**src/rtl/game_controller.sv**
```systemverilog
// rtl/game_controller.sv - tic-tac-toe move arbiter with win/draw detection
// Optional macro GAME_TURN_TIMEOUT_EN adds a per-turn auto-move timer.
module game_controller #(
  parameter int unsigned TIMEOUT_CYCLES = 500000000
) (
  input  logic        CLOCK_50,
  input  logic        rst_n,
  input  logic [3:0]  cell_sel,
  input  logic        move_valid,
  input  logic        new_game,
  output logic [17:0] board,
  output logic        turn,
  output logic [1:0]  game_state,
  output logic [7:0]  win_line,
  output logic        move_ack,
  output logic        move_err,
  output logic        timeout
);

  typedef enum logic [1:0] {PLAY, CHECK, DONE} state_t;

  localparam logic [1:0] GS_PLAYING = 2'b00;
  localparam logic [1:0] GS_X_WIN   = 2'b01;
  localparam logic [1:0] GS_O_WIN   = 2'b10;
  localparam logic [1:0] GS_DRAW    = 2'b11;
  localparam logic [1:0] MARK_X     = 2'b01;
  localparam logic [1:0] MARK_O     = 2'b10;

  state_t      state_q, state_d;
  logic [17:0] board_d;
  logic        turn_d;
  logic [1:0]  game_state_d;
  logic [7:0]  win_line_d;
  logic        move_ack_d, move_err_d, timeout_d;
  logic [3:0]  move_cnt_q, move_cnt_d;

  logic [1:0]  mark;
  logic [8:0]  empty, own, sel_oh, place_oh;
  logic        sel_ok, place;
  logic [7:0]  line_hit, win_first;

  assign mark = turn ? MARK_O : MARK_X;

  always_comb begin
    sel_ok = 1'b0;
    for (int i = 0; i < 9; i++) begin
      empty[i]  = (board[2*i +: 2] == 2'b00);
      own[i]    = (board[2*i +: 2] == mark);
      sel_oh[i] = (cell_sel == 4'(i));
      if (sel_oh[i] && empty[i]) sel_ok = 1'b1;
    end
  end

  // Lines scored for the player whose mark is current; in CHECK that is the one who just moved.
  assign line_hit[0] = own[0] & own[1] & own[2];
  assign line_hit[1] = own[3] & own[4] & own[5];
  assign line_hit[2] = own[6] & own[7] & own[8];
  assign line_hit[3] = own[0] & own[3] & own[6];
  assign line_hit[4] = own[1] & own[4] & own[7];
  assign line_hit[5] = own[2] & own[5] & own[8];
  assign line_hit[6] = own[0] & own[4] & own[8];
  assign line_hit[7] = own[2] & own[4] & own[6];
  assign win_first   = line_hit & (~line_hit + 8'd1);

`ifdef GAME_TURN_TIMEOUT_EN
  localparam logic [31:0] TCNT_LAST = 32'(TIMEOUT_CYCLES - 1);

  logic [31:0] tcnt_q, tcnt_d;
  logic [8:0]  first_empty_oh;
  logic        found;

  always_comb begin
    found          = 1'b0;
    first_empty_oh = '0;
    for (int i = 0; i < 9; i++) begin
      if (empty[i] && !found) begin
        first_empty_oh[i] = 1'b1;
        found             = 1'b1;
      end
    end
  end
`else
  logic unused_timeout_cfg;
  assign unused_timeout_cfg = ^TIMEOUT_CYCLES;
`endif

  always_comb begin
    state_d      = state_q;
    board_d      = board;
    turn_d       = turn;
    game_state_d = game_state;
    win_line_d   = win_line;
    move_cnt_d   = move_cnt_q;
    move_ack_d   = 1'b0;
    move_err_d   = 1'b0;
    timeout_d    = 1'b0;
    place        = 1'b0;
    place_oh     = sel_oh;
`ifdef GAME_TURN_TIMEOUT_EN
    tcnt_d       = '0;
`endif
    if (new_game) begin
      state_d      = PLAY;
      board_d      = '0;
      turn_d       = 1'b0;
      game_state_d = GS_PLAYING;
      win_line_d   = '0;
      move_cnt_d   = '0;
    end else begin
      case (state_q)
        PLAY: begin
`ifdef GAME_TURN_TIMEOUT_EN
          tcnt_d = (tcnt_q < TCNT_LAST) ? tcnt_q + 32'd1 : tcnt_q;
`endif
          if (move_valid) begin
            if (sel_ok) place = 1'b1;
            else        move_err_d = 1'b1;
          end
`ifdef GAME_TURN_TIMEOUT_EN
          // A real request in the expiry cycle always beats the auto-move.
          else if (tcnt_q >= TCNT_LAST) begin
            place     = 1'b1;
            place_oh  = first_empty_oh;
            timeout_d = 1'b1;
          end
`endif
          if (place) begin
            for (int i = 0; i < 9; i++) begin
              if (place_oh[i]) board_d[2*i +: 2] = mark;
            end
            move_ack_d = 1'b1;
            move_cnt_d = move_cnt_q + 4'd1;
            state_d    = CHECK;
`ifdef GAME_TURN_TIMEOUT_EN
            tcnt_d     = '0;
`endif
          end
        end
        CHECK: begin
          move_err_d = move_valid;
          if (|line_hit) begin
            game_state_d = turn ? GS_O_WIN : GS_X_WIN;
            win_line_d   = win_first;
            state_d      = DONE;
          end else if (move_cnt_q == 4'd9) begin
            game_state_d = GS_DRAW;
            state_d      = DONE;
          end else begin
            turn_d  = ~turn;
            state_d = PLAY;
          end
        end
        DONE: move_err_d = move_valid;
        default: state_d = PLAY;
      endcase
    end
  end

  always_ff @(posedge CLOCK_50 or negedge rst_n) begin
    if (!rst_n) begin
      state_q    <= PLAY;
      board      <= '0;
      turn       <= 1'b0;
      game_state <= GS_PLAYING;
      win_line   <= '0;
      move_cnt_q <= '0;
      move_ack   <= 1'b0;
      move_err   <= 1'b0;
      timeout    <= 1'b0;
    end else begin
      state_q    <= state_d;
      board      <= board_d;
      turn       <= turn_d;
      game_state <= game_state_d;
      win_line   <= win_line_d;
      move_cnt_q <= move_cnt_d;
      move_ack   <= move_ack_d;
      move_err   <= move_err_d;
      timeout    <= timeout_d;
    end
  end

`ifdef GAME_TURN_TIMEOUT_EN
  always_ff @(posedge CLOCK_50 or negedge rst_n) begin
    if (!rst_n) tcnt_q <= '0;
    else        tcnt_q <= tcnt_d;
  end
`endif

endmodule

```
**config.mk**
```make
export PLATFORM = sky130hd
export DESIGN_NAME = game_controller
export DESIGN_NICKNAME = d
export VERILOG_FILES = /design/src/rtl/game_controller.sv
export SDC_FILE = /design/constraint.sdc
export NUM_CORES = 1
export LEC_CHECK = 0
export BUFFER_PORTS_ARGS = -buffer_cell sky130_fd_sc_hd__buf_4
export CAP_MARGIN = 20
export CORE_MARGIN = 2
export CORE_UTILIZATION = 40
export CTS_CLUSTER_DIAMETER = 100
export DETAILED_ROUTE_END_ITERATION = 7
export GPL_TIMING_DRIVEN = 0
export PLACE_DENSITY = 0.68
export SLEW_MARGIN = 30
export SYNTH_ARGS = -nofsm -noshare
export SYNTH_HDL_FRONTEND = slang
export SYNTH_SLANG_ARGS = --single-unit
export TNS_END_PERCENT = 5
```
**constraint.sdc**
```tcl
create_clock -name CLOCK_50 -period 3.73 [get_ports CLOCK_50]
set_input_delay 0.373 -clock CLOCK_50 [delete_from_list [all_inputs] [get_ports CLOCK_50]]
set_output_delay 0.373 -clock CLOCK_50 [all_outputs]
set_load 0.02 [all_outputs]
```
Yosys cells after proc, flatten, opt, wreduce, memory -nomap -nowiden
Index checks and enable logic that the tools add are counted.
Widths: inputs -> output; s select.
- bits in writable memories: 0
- output and inout bits: 32
- bits in read-only memories: 0
- latch bits: 0
- register bits after elaboration: 37
- input port bits: 8
- memories: 0
- shift operators: 0
- bitwise gates (word level): 19
- div/mod/pow operators: 0
- order comparisons: 0
- muxes and demuxes: 52
- $mul: 0
- equal/unequal tests: 24
- reductions and logical operators: 50
- add/sub/neg operators: 2
- operator list (kind ; count):
    $mux 18 ; 3
    $mux 2 ; 18
    $reduce_and 3->1 ; 10
    $reduce_bool 2->1 ; 13
    $mux 8 ; 3
    $mux 1 ; 23
    $logic_not 2->1 ; 10
    $eq 2x2->1 ; 9
    $and 1x1->1 ; 16
    $eq 4x3->1 const B ; 4
    $mux 4 ; 3
    $logic_and 1x1->1 ; 9
    $add 8x1->8 const B ; 1
    $and 8x8->8 ; 1
    $eq 4x2->1 const B ; 2
    $eq 4x4->1 const B ; 2
    $not 8->8 ; 1
    $reduce_and 2->1 ; 4
    $reduce_or 8->1 ; 1
    $ne 2x2->1 const B ; 3
    $pmux 2 s3 ; 1
    $add 4x1->4 const B ; 1
    $eq 4x1->1 const B ; 1
    $logic_not 4->1 ; 1
    other kinds (7) ; 7

Longest topological paths before layout
Gate-level depths: netlist of run 1.
- word-level depth: 18
- mapped depth: 9
- gate-level depth less buffers: 7

Worst setup path after synthesis of run 1
OpenSTA, ideal clock, no wires.
- path type: flip-flop to flip-flop
- from: reg turn
- to: reg turn
- buffers on the path: 1
- cell stages (with the launch flop): 8
- period minus slack after synthesis: 2298 ps
- arrival: 2171 ps
- slack: 1432 ps
- cells stage by stage: dfrtp_1 buf_6 and3b_1 a22o_1 nor2b_1 or4_1 nor3b_2 mux2_1
- word-level cells in the longest chain between the ends: 7
- elaborated cells on any way between the ends: 34
- RTL lines (item ; line ; RTL):
    from (decl) ; 12 ; output logic turn,
    from (signal assigned) ; 173 ; turn <= turn_d;
    $mux 2 ; 42 ; assign mark = turn ? MARK_O : MARK_X;
    $eq 2x2->1 ; 48 ; own[i] = (board[2*i +: 2] == mark);
    $and 1x1->1 (tied with other cells) (2 in series) ; 55 ; assign line_hit[0] = own[0] & own[1] & own[2];
    $reduce_or 8->1 ; 141 ; if (|line_hit) begin
    $ne 2x2->1 (no source line) ; -- ;
    $reduce_and 3->1 (no source line) ; -- ;
Several ways; a longest one is shown, not always the timed one. The select of a mux whose other input is x is not followed.
A chain may end at the register's enable or synchronous reset.

Final worst setup path of run 1
Same ends and word-level chain as after synthesis.

==> results of run 1 <==
-- cell families after synthesis --
family	after synthesis	share of synthesized area [%]
and+or+nand+nor	90	25.4
adders and majority gates	6	3.44
buffers and inverters	38	7.57
other	1	0.172
muxes	1	0.516
DFF	37	42.5
xor gates and xnor gates	1	0.402
AOI/OAI and AO/OA	61	20.1
-- critical path, delay by kind of cell (launching register included) --
kind,cells,cell delay (ns)
simple gates,3,0.76
compound gates,2,0.56
buf+inv,2,0.30
flops,1,0.37
mux,1,0.33
-- registers in the layout (all words and copies together) (netlist names) --
| signal | count |
|---|---|
| win_line | 8 |
| move_ack | 1 |
| move_cnt_q | 4 |
| board | 18 |
| state_q | 2 |
| turn | 1 |
| move_err | 1 |
| game_state | 2 |
-- metal layers --
metal  track usage, %  vias to the layer above  wire length [um]
li1                 -                      922                 -
met1             25.7                      926              2490
met2             29.5                       45              2460
met3             4.30                       11               276
met4             6.61                        0                87
met5                0                        -                 0
-- power by group through the flow --
stage               logic [mW]  clock network [mW]  registers, mW
floorplan               0.0598                   0          0.427
global placement         0.102                   0          0.423
detailed placement       0.103                   0          0.423
CTS                      0.103               0.295          0.415
global route             0.115               0.310          0.417
finish                   0.102               0.281          0.416
-- area by class of cell --
type	instances	area [um^2]
plain buffers	11	63.8
clock buffers	7	86.3
fillers	500	2550
inverters	27	101
multi-input cells	160	1090
flip-flops and latches	37	926
well taps	70	87.6
repair buffers	36	270
-- per-stage QoR --
stage,setup slack (ns),hold slack [ns]
2_1_floorplan,1.43,0.0774
3_3_place_gp,1.33,0.365
3_5_place_dp,1.32,0.368
4_1_cts,1.31,0.0549
6_report,1.30,0.0448
5_1_grt,1.11,0.0725
-- Yosys cell counts (3+ instances only) --
library cell	instances
a211oi_1	3
a21oi_1	12
a22oi_1	4
a31oi_1	3
and3b_1	4
clkbuf_1	6
dfrtp_1	37
ha_1	6
inv_1	27
nand2_1	9
nand2b_1	4
nand3b_1	4
nand4_1	4
nor2_1	21
nor2b_1	12
nor3_1	5
nor3b_1	5
nor3b_2	5
o21ai_0	4
o22ai_1	17
or2_2	3
or3_1	5
-- worst paths after layout --
path / startpoint / to / slack (ns) / cells after the start
setup / recovery: turn / turn / 1.30 / 8
hold / removal: rst_n / win_line[4] / 0.04 / 1
setup reg to reg: turn / turn / 1.30 / 8
hold reg to reg: win_line[2] / win_line[2] / 0.52 / 2
max in group asynchronous: rst_n / board[4] / 3.36 / 1
min in group CLOCK_50: move_valid / move_err / 0.36 / 2
==> metrics.yaml, run 1 <==
sta:
  report.final.slew_viol_count: 0
  finalClockSkew_ns: 0.00490
  worstMarginPinSlew_ns: 0.751
  period_minus_slack_ns: 2.43
  hold_viol: 0
  finalSetupViolCount: 0
  fin_crit_sh_pct: 65.2
  finalSetupTns_ns: 0
  fmax_mhz: 411
  rsz0062_at_grt: "no"
  maxSlewHeadroom_pct: 49.7
cts:
  cts_sinks: 37
  cts_max_level: 2
  cts_resized: 0
  clockBufferDepth: 2
  cts_tree: "built"
  path_clk_slew_ns: 0.07
  root_buffer: "clkbuf_8"
  cts_hold_buffers: 0
  clock_latency_ns: 0.28
  post_cts_buffers: 0
  numCtsBuffers: 5
cells_and_area:
  layout_commonest_cell: "buf_4"
  area_growth_pct: 20.4
  layout_common_cells: "buf_4, dfrtp_1, inv_1, nor2_1, o22ai_1"
  final_nets: 292
  layoutNonFillerInstCount: 348
  fin_util_pct: 50.7
  diodes: 0
  layout-drive-gt1-share_pct: 22.3
  final_area_um2: 2630
drt:
  num_vias: 1904
  drt_iter0_drc: 92
  viasPerCell: 5.47
  drt-total-wl_mm: 5.32
  drtPass1Iterations: 4
  wire_per_inst_um: 15.3
  drc: 0
  ant_nets: 0
setup_path:
  cp_max_fo: 10
  critPathSlowestCell: "or4_1"
  cp-start-kind: "flip-flop"
  crit_top_cell: "buf_6"
  crit_chain: "buf_6, buf_6, nor3b_1, a21oi_1, a41oi_1, or4_1, nor3b_2, mux2_1"
  cp.required_ns: 3.90
  worstSetupPathType: "flip-flop to flip-flop"
  crit_arrival_ns: 2.60
  endpoint_kind: "flip-flop"
  critPathMaxStageDelay_ns: 0.51
floorplanning:
  rows: 26
  coreArea_um2: 5170
  pin_count: 40
  die_x_um: 77.8
  die_area_um2: 6060
  die_h_um: 77.8
  initial_core_util_pct: 42.2
yosys:
  netlist_area_um2: 2180
  yosysWarnings: 0
  syn-mean-instance-area_um2: 9.28
  synth_seq_cells: 37
  yosysTopAreaCellShare_pct: 42.5
  synth-edff-count: 0
  synth_cell_type_count: 51
  yosysSeqAreaShare_pct: 42.5
  synthArstFlopShare_pct: 100
  synth_area_leaders: "dfrtp_1, o22ai_1, inv_1"
  ys.flop_type: "dfrtp_1"
  yosys.area.top_type: "dfrtp_1"
  synth_nets: 249
  synthCells: 235
hold_path:
  hold_class: "primary input to async pin"
pwr:
  power_per_cell_area_nw_per_um2: 304
  p_int_uw: 593
  pwr-share-clk_pct: 35.2
  switching_power_uw: 206
  total_leakage_power_nw: 1.21
  totalPowerFinal_uw: 799
  vdd_drop_max_mv: 0.147
  p_seq_share_pct: 52.0
  netSwitchingFraction_pct: 25.8
  power.share.combinational_pct: 12.8
placement:
  dpl-instance-area_um2: 2540
  port_buffers: 36
  hpwl_mm: 3.94
  place_inst: 341
  place.gp.congestion: 0.831
global_route:
  grt_max_degree: 38
  track_usage_pct: 18.9
  grt_pass1_vias: 1872
  antenna_found_initial: 0
  grt-ovfl-total: 0
  grt_pass1_wl_mm: 9.07
flow_run:
  maxCapViolations: 0
outcome:
  outcome: "finished clean"
Power figures use the tool's default switching activity.
==> run 2, diff against run 1 <==
==> constraint.sdc (replaced) <==
create_clock -name CLOCK_50 -period 2.25 [get_ports CLOCK_50]
set_input_delay 0.225 -clock CLOCK_50 [delete_from_list [all_inputs] [get_ports CLOCK_50]]
set_output_delay 0.225 -clock CLOCK_50 [all_outputs]
set_load 0.02 [all_outputs]
==> run 2 against run 1 <==
Against the previous run:
- sequential cell count stayed put
- the flow now finishes with violations (setup timing)
- largest power group unchanged
- die area stayed put
- clock power increased by 84%
- clock skew up 0.0065 ns
==> metrics.yaml, run 2 (synthesis results as in run 1) <==
cells_and_area:
  largest_register_ffs: 18  # unchanged
  final_area_um2: 2790  # +6.1%
  top_register: "board"
  layout_commonest_cell: "buf_4"
  layout_common_cells: "buf_4, dfrtp_1, inv_1, nor2_1, o22ai_1"
  layout-drive-gt1-share_pct: 30.4  # +8.1 points
  diodes: 0  # unchanged
  final_nets: 299  # +2.4%
  layoutNonFillerInstCount: 356  # +2.3%
  reg_top3: "board (18), win_line (8), move_cnt_q (4)"
  area_growth_pct: 27.8
global_route:
  grt-ovfl-total: 0  # unchanged
  grt_max_degree: 38  # unchanged
  grt_pass1_wl_mm: 9.37  # +3.4%
  antenna_found_initial: 0  # unchanged
  grt_pass1_vias: 1878  # +0.32%
  track_usage_pct: 20.0  # +1.1 points
sta:
  fin_crit_sh_pct: 104  # +39 points
  maxSlewHeadroom_pct: 58.8  # +9.1 points
  hold_viol: 0  # unchanged
  report.final.slew_viol_count: 0  # unchanged
  finalClockSkew_ns: 0.0114  # +0.00648 ns
  rsz0062_at_grt: "yes"
  worstMarginPinSlew_ns: 0.617  # -0.133 ns
  fin_ws_ns: -0.0918  # -1.39 ns
  finalSetupViolCount: 1  # +1
  fmax_mhz: 427  # +3.8%
  period_minus_slack_ns: 2.34  # -0.0900 ns
pwr:
  pwr-share-clk_pct: 37.2  # +2.0 points
  p_int_mw: 1.03  # +73%
  power.share.combinational_pct: 13.2  # +0.4 points
  p_seq_share_pct: 49.6  # -2.4 points
  switching_power_uw: 368  # +78%
  netSwitchingFraction_pct: 26.4  # +0.55 points
  total_leakage_power_nw: 1.28  # +5.4%
  vdd_drop_max_mv: 0.241  # +63%
  power_per_cell_area_nw_per_um2: 500  # +64%
hold_path:
  hold_class: "primary input to flip-flop"
placement:
  place_inst: 341  # unchanged
  place.gp.congestion: 0.827  # -0.51%
  port_buffers: 36  # unchanged
  hpwl_mm: 4.09  # +3.8%
  place_ws_ns: -0.164  # -1.49 ns
  dpl-instance-area_um2: 2540  # +0.20%
drt:
  drt_iter0_drc: 87  # -5.4%
  num_vias: 1949  # +2.4%
  viasPerCell: 5.47  # about the same
  drtPass1Iterations: 4  # unchanged
  drc: 0  # unchanged
  drt-total-wl_mm: 5.65  # +6.2%
  ant_nets: 0  # unchanged
  wire_per_inst_um: 15.9  # +3.8%
cts:
  cts_tree: "built"
  numCtsBuffers: 5  # unchanged
  clockBufferDepth: 2  # unchanged
  cts_sinks: 37  # unchanged
  cts_max_level: 2  # unchanged
  root_buffer: "clkbuf_8"
  path_clk_slew_ns: 0.08  # about the same
  clock_latency_ns: 0.29  # about the same
floorplanning:
  coreArea_um2: 5170  # unchanged
  die_area_um2: 6060  # unchanged
  die_x_um: 77.8  # unchanged
  pin_count: 40  # unchanged
  initial_core_util_pct: 42.2  # unchanged
  die_h_um: 77.8  # unchanged
  rows: 26  # unchanged
setup_path:
  cp.required_ns: 2.43  # -1.47 ns
  crit_chain: "buf_6, and3b_2, o22ai_2, a41oi_2, or4_4, nor3b_4, mux2_4"
  worstSetupPathType: "flip-flop to flip-flop"
  critPathSlowestCell: "or4_4"
  cp_max_fo: 6  # -4
  cp-start-kind: "flip-flop"
  crit_arrival_ns: 2.53  # -0.07 ns
  path_buf_inv: 1  # -1
  timing.critical_path.max_delay_family: "simple AND/OR/NAND/NOR gates"
  critPathMaxStageDelay_ns: 0.60  # +0.09 ns
  endpoint_kind: "flip-flop"
flow_run:
  maxCapViolations: 0  # unchanged
outcome:
  violations: "setup timing"
  outcome: "finished, violations left"
==> run 2: final timing paths <==
path | startpoint | to | slack [ns] | cells past startpoint
worst min-delay path | move_valid | move_err | 0.20 | 2
worst max register to register | turn | turn | -0.09 | 7
worst min register to register | win_line[5] | win_line[5] | 0.52 | 2
max in group asynchronous | rst_n | board[1] | 1.46 | 2
min in group asynchronous | rst_n | move_cnt_q[2] | 0.43 | 2
worst max-delay path | turn | turn | -0.09 | 7
==> run 2: area by class of cell <==
class / count / area, um^2
inverters: 27 / 101
clock buffers: 7 / 96.3
fillers: 494 / 2390
clock inverters: 1 / 5.00
flip-flops and latches: 37 / 928
repair buffers: 44 / 337
plain buffers: 10 / 56.3
multi-input cells: 160 / 1170
well taps: 70 / 87.6
==> run 2: through the flow <==
| step | TNS [ns] | utilization (%) | hold slack [ns] | total power [mW] |
|---|---|---|---|---|
| after floorplan | 0 | - | -0.0706 | 0.808 |
| after global placement | -0.928 | 49.2 | 0.215 | 0.870 |
| after detailed placement | -1.14 | 49.2 | 0.222 | 0.874 |
| after CTS | -0.111 | 52.7 | 0.194 | 1.40 |
| after global routing | -0.787 | 53.9 | 0.183 | 1.47 |
| final | -0.0918 | 53.9 | 0.196 | 1.39 |
==> run 2: repair_timing <==
item | in CTS | in global routing
hold endpoints to repair | 37 | 0
setup buffers | 3 | 4
pin swaps | 5 | 7
hold buffers | 1 | 0
setup endpoints to repair | 11 | 16
resized for setup | 9 | 13
==> run 2: per-layer routing <==
metal	share of wire (%)	track usage [%]
met2	49	32.2
met5	0	0
met1	44	25.8
met4	1.6	8.04
met3	5.9	4.65
==> run 2: power groups by stage <==
stage	registers [mW]	logic, mW	clock network [mW]
2_1_floorplan	0.709	0.0992	0
3_5_place_dp	0.702	0.171	0
6_report	0.691	0.185	0.518
4_1_cts	0.689	0.180	0.530
3_3_place_gp	0.702	0.168	0
5_1_grt	0.693	0.205	0.567
==> run 3, diff against run 2 <==
--- a/config.mk
+++ b/config.mk
@@ -12,7 +12,7 @@
 export CTS_CLUSTER_DIAMETER = 100
 export DETAILED_ROUTE_END_ITERATION = 7
 export GPL_TIMING_DRIVEN = 0
-export PLACE_DENSITY = 0.68
+export PLACE_DENSITY = 0.64
 export SLEW_MARGIN = 30
 export SYNTH_ARGS = -nofsm -noshare
 export SYNTH_HDL_FRONTEND = slang
==> run 3 against run 2 <==
Against the previous run:
- design area increased by 1.9%
- sequential cell count unchanged
- clock skew decreased by 0.0059 ns
- die area unchanged
- total power decreased by 4.2%
- maximum frequency increased by 3.4%
- the run still ends with setup timing left
==> metrics.yaml, run 3 (synthesis results as in run 1) <==
outcome:
  outcome: "finished, violations left"
  violations: "setup timing"
cells_and_area:
  layout_common_cells: "buf_4, dfrtp_1, inv_1, nor2_1, o22ai_1"
  diodes: 0  # unchanged
  n_fill_cell: 474  # -4.0%
  final_nets: 306  # +2.3%
  layout_commonest_cell: "buf_4"
  largest_register_ffs: 18  # unchanged
  layout-drive-gt1-share_pct: 32.4  # +2.0 points
  top_register: "board"
  reg_top3: "board (18), win_line (8), move_cnt_q (4)"
  area_growth_pct: 30.2
drt:
  drc: 0  # unchanged
  drtPass1Iterations: 4  # unchanged
  viasPerCell: 5.43  # -0.87%
  wire_per_inst_um: 15.7  # -1.3%
  ant_nets: 0  # unchanged
  drt_iter0_drc: 65  # -25%
  drt-total-wl_mm: 5.68  # +0.66%
  num_vias: 1970  # +1.1%
sta:
  finalClockSkew_ns: 0.00545  # -0.00593 ns
  finalSetupTns_ns: -0.0207  # +0.0711 ns
  fmax_mhz: 442  # +3.4%
  report.final.slew_viol_count: 0  # unchanged
  whs_ns: 0.191  # -0.00496 ns
  period_minus_slack_ns: 2.26  # -0.0780 ns
  maxSlewHeadroom_pct: 62.4  # +3.6 points
  rsz0062_at_grt: "yes"
  worstMarginPinSlew_ns: 0.564  # -0.0534 ns
  fin_crit_sh_pct: 101  # -3.5 points
  finalSetupViolCount: 2  # +1
  hold_viol: 0  # unchanged
  fin_ws_ns: -0.0138  # +0.0780 ns
global_route:
  track_usage_pct: 20.7  # +0.74 points
  grt_pass1_vias: 2025  # +7.8%
  grt-ovfl-total: 0  # unchanged
  grt_max_degree: 38  # unchanged
  antenna_found_initial: 0  # unchanged
  grt_pass1_wl_mm: 9.78  # +4.3%
cts:
  cts_max_level: 2  # unchanged
  clockBufferDepth: 2  # unchanged
  clock_latency_ns: 0.29  # about the same
  numCtsBuffers: 5  # unchanged
  cts_sinks: 37  # unchanged
  path_clk_slew_ns: 0.07  # about the same
  root_buffer: "clkbuf_8"
  cts_tree: "built"
floorplanning:
  coreArea_um2: 5170  # unchanged
  pin_count: 40  # unchanged
  die_area_um2: 6060  # unchanged
  die_x_um: 77.8  # unchanged
  rows: 26  # unchanged
  initial_core_util_pct: 42.2  # unchanged
  die_h_um: 77.8  # unchanged
pwr:
  vdd_drop_max_mv: 0.214  # -11%
  total_leakage_power_nw: 1.30  # +1.8%
  power_per_cell_area_nw_per_um2: 470  # -6.0%
placement:
  hpwl_mm: 3.98  # -2.8%
  place.gp.congestion: 0.803  # -2.9%
  port_buffers: 36  # unchanged
  place_ws_ns: -0.136  # +0.0281 ns
setup_path:
  endpoint_kind: "flip-flop"
  crit_arrival_ns: 2.48  # -0.05 ns
  cp.required_ns: 2.47  # +0.04 ns
  worstSetupPathType: "flip-flop to flip-flop"
  cp-start-kind: "flip-flop"
  cp_max_fo: 7  # +1
flow_run:
  maxCapViolations: 0  # unchanged
hold_path:
  hold_class: "primary input to flip-flop"
==> run 3: critical path: stages (launching register included) <==
cell and delay, ns:
dfrtp_2 0.45, buf_6 0.15, buf_8 0.13, nor3b_2 0.29, o22ai_2 0.13, a41oi_2 0.29, o41ai_4 0.13, or4_1 0.49
a21oi_1 0.12
==> run 3: worst paths after layout <==
kind                              from     endpoint  slack (ns)  depth (start not counted)
setup / recovery                  turn  win_line[7]       -0.01                          8
hold / removal              move_valid     move_err        0.19                          2
hold reg to reg            win_line[3]  win_line[3]        0.51                          2
setup reg to reg                  turn  win_line[7]       -0.01                          8
min in group asynchronous        rst_n  win_line[2]        0.44                          2
max in group asynchronous        rst_n         turn        1.45                          2
==> run 3: what timing repair did <==
action	CTS	global route
buffers inserted	14	0
pin swaps	9	2
gates resized for setup	21	5
hold buffers	1	0
endpoints found under the setup margin	11	21
gates cloned	0	0
hold endpoints to repair	37	0
==> run 3: routing by layer <==
| metal | up-vias | wire, um | global-route usage [%] |
|---|---|---|---|
| met4 | 0 | 130 | 9.64 |
| met5 | - | 0 | 0 |
| li1 | 953 | - | - |
| met1 | 953 | 2580 | 27.0 |
| met3 | 11 | 283 | 4.19 |
| met2 | 53 | 2690 | 33.1 |
==> run 3: area by class of cell <==
class                           instances  area, um^2  area share [%]
Inverter                               27         101            3.57
Sequential cell                        37         932            32.8
Timing Repair Buffer                   51         389            13.7
Buffer                                 10        56.3            1.98
Clock inverter                          2        10.0           0.352
Tap cell                               70        87.6            3.08
Clock buffer                            6        72.6            2.56
Multi-Input combinational cell        160        1190            41.9
==> run 3: stage by stage <==
stage	total power, mW	instances	cell area, um^2	utilization (%)
2_1_floorplan	0.808	235	2190	-
4_1_cts	1.35	363	2820	54.6
3_5_place_dp	0.873	341	2540	49.2
5_1_grt	1.40	363	2840	54.9
6_report	1.34	363	2840	54.9
3_3_place_gp	0.871	341	2540	49.2
==> run 3: report_power, final <==
part,internal (mW),switching [mW]
Clock,0.215,0.239
Sequential,0.677,0.0139
Combinational,0.0753,0.115
